### src/rtl/ring_pkg.sv
// Shared ring-router definitions: port directions, port ids, routing modes,
// flit field positions and the 16-bit LFSR step.
package ring_pkg;

  typedef enum logic [1:0] {
    DIR_LOCAL = 2'b00,
    DIR_EAST  = 2'b01,
    DIR_WEST  = 2'b10
  } dir_t;

  typedef enum logic {
    ST_IDLE,
    ST_IN_PKT
  } rr_state_t;

  localparam int PORT_LOCAL = 0;
  localparam int PORT_EAST  = 1;
  localparam int PORT_WEST  = 2;

  localparam int RT_RANDOM   = 0;
  localparam int RT_SHORTEST = 1;
  localparam int RT_CW       = 2;

  localparam int DEST_LSB = 0;
  localparam int TS_BIT   = 32;

  // Fibonacci step for x^16 + x^14 + x^13 + x^11 + 1, shifting toward the MSB.
  function automatic logic [15:0] lfsr16_next(input logic [15:0] s);
    return {s[14:0], s[15] ^ s[13] ^ s[12] ^ s[10]};
  endfunction

endpackage

### src/rtl/ring_lfsr16.sv
// 16-bit Fibonacci LFSR used for oblivious random routing.
// Latency: state advances one step on the edge after en; no backpressure.
// Loads seed while rst is high.
module ring_lfsr16
  import ring_pkg::*;
(
  input  logic        clk,
  input  logic        rst,
  input  logic        en,
  input  logic [15:0] seed,
  output logic [15:0] state
);

  always_ff @(posedge clk) begin
    if (rst) begin
      state <= seed;
    end else if (en) begin
      state <= lfsr16_next(state);
    end
  end

endmodule

### src/rtl/ring_route_compute.sv
// Ring router route-compute stage: picks an output port per packet (wormhole).
// Latency 1 cycle, full throughput through a single output register.
// Backpressure: in_ready = !out_valid || out_ready; outputs hold while stalled.
module ring_route_compute
  import ring_pkg::*;
#(
  parameter int          NUM_NODES   = 8,
  parameter int          ROUTER_ID   = 0,
  parameter int          ID_W        = 16,
  parameter int          PACKET_SIZE = 49,
  parameter int          IN_PORT     = 0,
  parameter int          ROUTING     = 0,
  parameter logic [15:0] LFSR_SEED   = 16'hACE1
) (
  input  logic                   clk,
  input  logic                   rst,
  input  logic [PACKET_SIZE-1:0] in_flit,
  input  logic                   in_valid,
  input  logic                   in_head,
  input  logic                   in_tail,
  output logic                   in_ready,
  output logic [PACKET_SIZE-1:0] out_flit,
  output logic                   out_valid,
  input  logic                   out_ready,
  output logic [1:0]             out_dir,
  output logic                   err
);

  localparam logic [ID_W:0] NODES_W  = (ID_W+1)'(NUM_NODES);
  localparam logic [ID_W:0] ROUTER_W = (ID_W+1)'(ROUTER_ID);
  localparam logic [ID_W:0] HALF_W   = (ID_W+1)'(NUM_NODES / 2);

  rr_state_t     state_q, state_d;
  dir_t          route_q, head_dir, dir_sel, dir_q;
  logic          in_fire, err_set, route_load, lfsr_en, lfsr_pick, dest_bad;
  logic [15:0]   lfsr_state;
  logic [ID_W:0] dest_x, diff_raw, diff;

  assign in_ready = !out_valid || out_ready;
  assign in_fire  = in_valid && in_ready;
  assign out_dir  = dir_q;

  assign lfsr_en   = in_fire && in_head && (IN_PORT == PORT_LOCAL) && (ROUTING == RT_RANDOM);
  assign lfsr_pick = |(lfsr_state & 16'h0001);

  ring_lfsr16 u_lfsr (
    .clk   (clk),
    .rst   (rst),
    .en    (lfsr_en),
    .seed  (LFSR_SEED),
    .state (lfsr_state)
  );

  // One extra bit keeps dest + N - ROUTER_ID from wrapping before the mod.
  assign dest_x   = {1'b0, in_flit[DEST_LSB +: ID_W]};
  assign dest_bad = dest_x >= NODES_W;
  assign diff_raw = dest_x + NODES_W - ROUTER_W;
  assign diff     = (diff_raw >= NODES_W) ? diff_raw - NODES_W : diff_raw;

  always_comb begin
    head_dir = DIR_LOCAL;
    if (dest_bad || dest_x == ROUTER_W) begin
      head_dir = DIR_LOCAL;
    end else if (IN_PORT == PORT_EAST) begin
      head_dir = DIR_WEST;
    end else if (IN_PORT == PORT_WEST) begin
      head_dir = DIR_EAST;
    end else begin
      case (ROUTING)
        RT_RANDOM:   head_dir = lfsr_pick ? DIR_WEST : DIR_EAST;
        RT_SHORTEST: head_dir = (diff <= HALF_W) ? DIR_EAST : DIR_WEST;
        default:     head_dir = DIR_EAST;
      endcase
    end
  end

  always_ff @(posedge clk) begin
    if (rst) begin
      state_q <= ST_IDLE;
    end else begin
      state_q <= state_d;
    end
  end

  always_comb begin
    state_d    = state_q;
    dir_sel    = route_q;
    err_set    = 1'b0;
    route_load = 1'b0;
    if (in_fire) begin
      if (in_head) begin
        dir_sel    = head_dir;
        route_load = 1'b1;
        err_set    = dest_bad || (state_q == ST_IN_PKT);
        state_d    = in_tail ? ST_IDLE : ST_IN_PKT;
      end else if (state_q == ST_IDLE) begin
        // Orphan body/tail: eject it and stay idle.
        dir_sel = DIR_LOCAL;
        err_set = 1'b1;
      end else begin
        dir_sel = route_q;
        if (in_tail) begin
          state_d = ST_IDLE;
        end
      end
    end
  end

  always_ff @(posedge clk) begin
    if (rst) begin
      out_valid <= 1'b0;
      out_flit  <= '0;
      dir_q     <= DIR_LOCAL;
      route_q   <= DIR_LOCAL;
      err       <= 1'b0;
    end else begin
      if (in_fire) begin
        out_valid <= 1'b1;
        out_flit  <= in_flit;
        dir_q     <= dir_sel;
      end else if (out_ready) begin
        out_valid <= 1'b0;
      end
      if (route_load) begin
        route_q <= head_dir;
      end
      if (err_set) begin
        err <= 1'b1;
      end
    end
  end

endmodule

### config.mk
export PLATFORM = sky130hd
export DESIGN_NAME = ring_route_compute
export DESIGN_NICKNAME = d
export VERILOG_FILES = /design/src/rtl/ring_pkg.sv /design/src/rtl/ring_lfsr16.sv /design/src/rtl/ring_route_compute.sv
export SDC_FILE = /design/constraint.sdc
export NUM_CORES = 1
export LEC_CHECK = 0
export CORE_MARGIN = 5
export CORE_UTILIZATION = 40
export CTS_BUF_LIST = sky130_fd_sc_hd__clkbuf_8
export CTS_CLUSTER_DIAMETER = 80
export DETAILED_ROUTE_END_ITERATION = 10
export GPL_ROUTABILITY_DRIVEN = 0
export PLACE_DENSITY = 0.78
export SETUP_SLACK_MARGIN = 0.15
export SKIP_CTS_REPAIR_TIMING = 1
export SYNTH_ARGS = -nofsm -noshare
export SYNTH_HDL_FRONTEND = slang
export SYNTH_SLANG_ARGS = --single-unit
export TNS_END_PERCENT = 20
### constraint.sdc
create_clock -name clk -period 1.2 [get_ports clk]
set_input_delay 0.12 -clock clk [delete_from_list [all_inputs] [get_ports clk]]
set_output_delay 0.12 -clock clk [all_outputs]
set_load 0.03 [all_outputs]
==> flow_summary.json <==
{
  "finalWorstSetupSlack_ps": -3.43,
  "syn_area_per_cell_sq_um": 8.00,
  "nNetsFinal": 508,
  "synth_seq_cells": 72,
  "clock_skew_ps": 3.54,
  "hpwl_um": 5320,
  "io_buffers": 108,
  "end_kind": "flip-flop",
  "path_max_fanout": 6,
  "coreArea_sq_um": 6390,
  "drcViolationCount": 0,
  "grt_pass1_vias": 2532,
  "tightestPinTransition_ps": 354,
  "finalMaxSlewViolations": 0,
  "setup_viol": 2,
  "synth_area_leaders": "dfxtp_1, nand2_1, a21oi_1",
  "h-tree-depth": 3,
  "ys_types": 31,
  "firstDrtPassIters": 4,
  "ant_nets": 0,
  "hold_path_class": "primary input to flip-flop",
  "worstPathArrival_ps": 1480,
  "relSlewSlack_pct": 76.2,
  "cp-start-kind": "flip-flop",
  "fin_hold_ws_ps": 76.9,
  "antenna_found_initial": 0,
  "overflow": 0,
  "fin_setup_tns_ps": -3.56,
  "crit_path_max_incr_delay_ps": 550,
  "wl_per_cell_um": 14.1,
  "rsz0062_at_grt": "yes",
  "synth_area_leader_cell": "dfxtp_1",
  "status": "complete, but fails checks",
  "crit_chain": "nand2b_4, nand2_4, or4_4, o21ai_2",
  "power_density_nw_per_um2": 1300,
  "fin_crit_ps": 1200,
  "clock_sinks": 72,
  "p_total_mw": 5.35,
  "grt_max_degree": 44,
  "seq_area_frac_synth_pct": 54.8,
  "hold_viol_final": 0,
  "grtUsageTotal_pct": 16.8,
  "yosysWarnings": 0,
  "required_ps": 1470,
  "syn-cell-area_sq_um": 2630,
  "placementRows": 29,
  "cp_slowest_cell": "or4_4",
  "die_w_um": 91.1,
  "synth_fp_nets": 384,
  "cap_viol_max_count": 0,
  "totalWireLength_um": 7520,
  "diodes": 0,
  "ios": 109,
  "clk_pin_slew_ps": 70,
  "drt-initial-drc-count": 60,
  "initial_utilization_pct": 41.2,
  "layout.filler_cells": 540,
  "drive_gt1_share_pct": 22.8,
  "syn_inst": 329,
  "dp_slack_ps": -520,
  "path_class": "flip-flop to flip-flop",
  "synth_top_area_share_pct": 54.8,
  "vdd_ir_drop_max_v": 0.000853,
  "clock_latency_ps": 340,
  "p_leak_nw": 1.96,
  "fp.dieH_um": 91.1,
  "viasPerCell": 4.88,
  "ctsLongestPathBuffers": 2,
  "areaGrowthSynthToFinish_pct": 56.7,
  "fmaxAchievable_ghz": 0.831,
  "cts-root-buf": "clkbuf_8",
  "vias": 2605,
  "violations": "setup timing",
  "cts_made_buffers": 9,
  "die_area_sq_um": 8300,
  "grt_pass1_wl_um": 11500,
  "fin_crit_sh_pct": 100,
  "cts_tree": "done"
}
## cells by family after synthesis
kind of cell / Yosys count / synth area share [%]
and+or+nand+nor: 162 / 26.8
DFF: 72 / 54.8
AOI/OAI and AO/OA: 66 / 13.3
buffers and inverters: 26 / 4.23
xor gates and xnor gates: 3 / 0.998
## cells in the final DEF, fill, tap and decap left out, types with 4 or more instances in the layout
cell             count
nor2_1               4
a21oi_1             58
clkbuf_8            12
dfxtp_1             71
clkbuf_2            37
nand2_1            129
buf_12              10
dlymetal6s2s_1      20
nand3b_1             7
buf_2                5
clkdlybuf4s50_1     40
buf_4               23
## registers in the layout (all words and copies together) (netlist names)
name	cells
err	1
out_dir	2
out_flit	49
out_valid	1
route_q	2
state_q	1
u_lfsr.state	16
## per-layer routing
| layer | global-route usage, % | wire length [um] |
|---|---|---|
| met1 | 19.5 | 3170 |
| met2 | 27.4 | 3640 |
| met3 | 6.94 | 582 |
| met4 | 7.09 | 130 |
| met5 | 0 | 0 |
## per-stage QoR
| step | instances | util [%] | instance area [sq um] |
|---|---|---|---|
| 3_3_place_gp | 516 | 63.0 | 4030 |
| 3_5_place_dp | 516 | 63.0 | 4030 |
| 2_1_floorplan | 329 | - | 2680 |
| 4_1_cts | 531 | 65.9 | 4210 |
| 6_report | 534 | 64.6 | 4120 |
| 5_1_grt | 534 | 64.6 | 4120 |
## critical path: cells and delay by family, from the launching register on
kind	cells	cell delay, ps
compound gates	1	70
simple gates	3	720
flops	1	360
## synth_stat cells
cell type	instances
nand2b_1	2
a21oi_1	58
nand2_2	1
or3_1	1
dfxtp_1	72
o21ai_2	1
buf_1	1
nand3_1	1
nand4b_1	1
nand3b_1	7
a21o_1	1
a21boi_0	2
nor2_1	4
xor2_1	1
nand4_1	3
nor4_1	2
nor4b_1	1
clkbuf_1	12
inv_1	2
and3_1	1
a211oi_1	1
nor3_1	3
nand2_1	131
buf_2	11
a31oi_1	2
and2_1	1
nor4_4	1
o21bai_1	1
or4_4	1
nor2b_1	1
xnor2_1	2
## final timing paths
check / startpoint / to / slack (ps) / cells past startpoint
worst max-delay path: out_valid$_SDFFE_PP0P_ / out_dir[1]$_SDFFE_PP0P_ / -3 / 4
worst min-delay path: in_flit[6] / out_flit[6]$_SDFFE_PP0P_ / 80 / 3
worst max register to register: out_valid$_SDFFE_PP0P_ / out_dir[1]$_SDFFE_PP0P_ / -3 / 4
worst min register to register: u_lfsr.state[1]$_SDFFE_PP0P_ / u_lfsr.state[1]$_SDFFE_PP0P_ / 460 / 2
## where the power goes
part,internal [mW],switching [mW],total (mW)
logic,0.452,0.544,0.996
clock network,0.902,0.860,1.76
registers,2.52,0.0714,2.59
## cell type report
class / instances / area [sq um] / share of cell area [%]
flip-flops and latches: 72 / 1450 / 35.0
repair buffers: 137 / 1270 / 30.7
clock inverters: 3 / 17.5 / 0.425
clock buffers: 12 / 165 / 4.00
multi-input cells: 231 / 1130 / 27.3
well taps: 77 / 96.3 / 2.34
inverters: 2 / 7.51 / 0.182
Note: power is estimated with default switching activity, not from simulation.
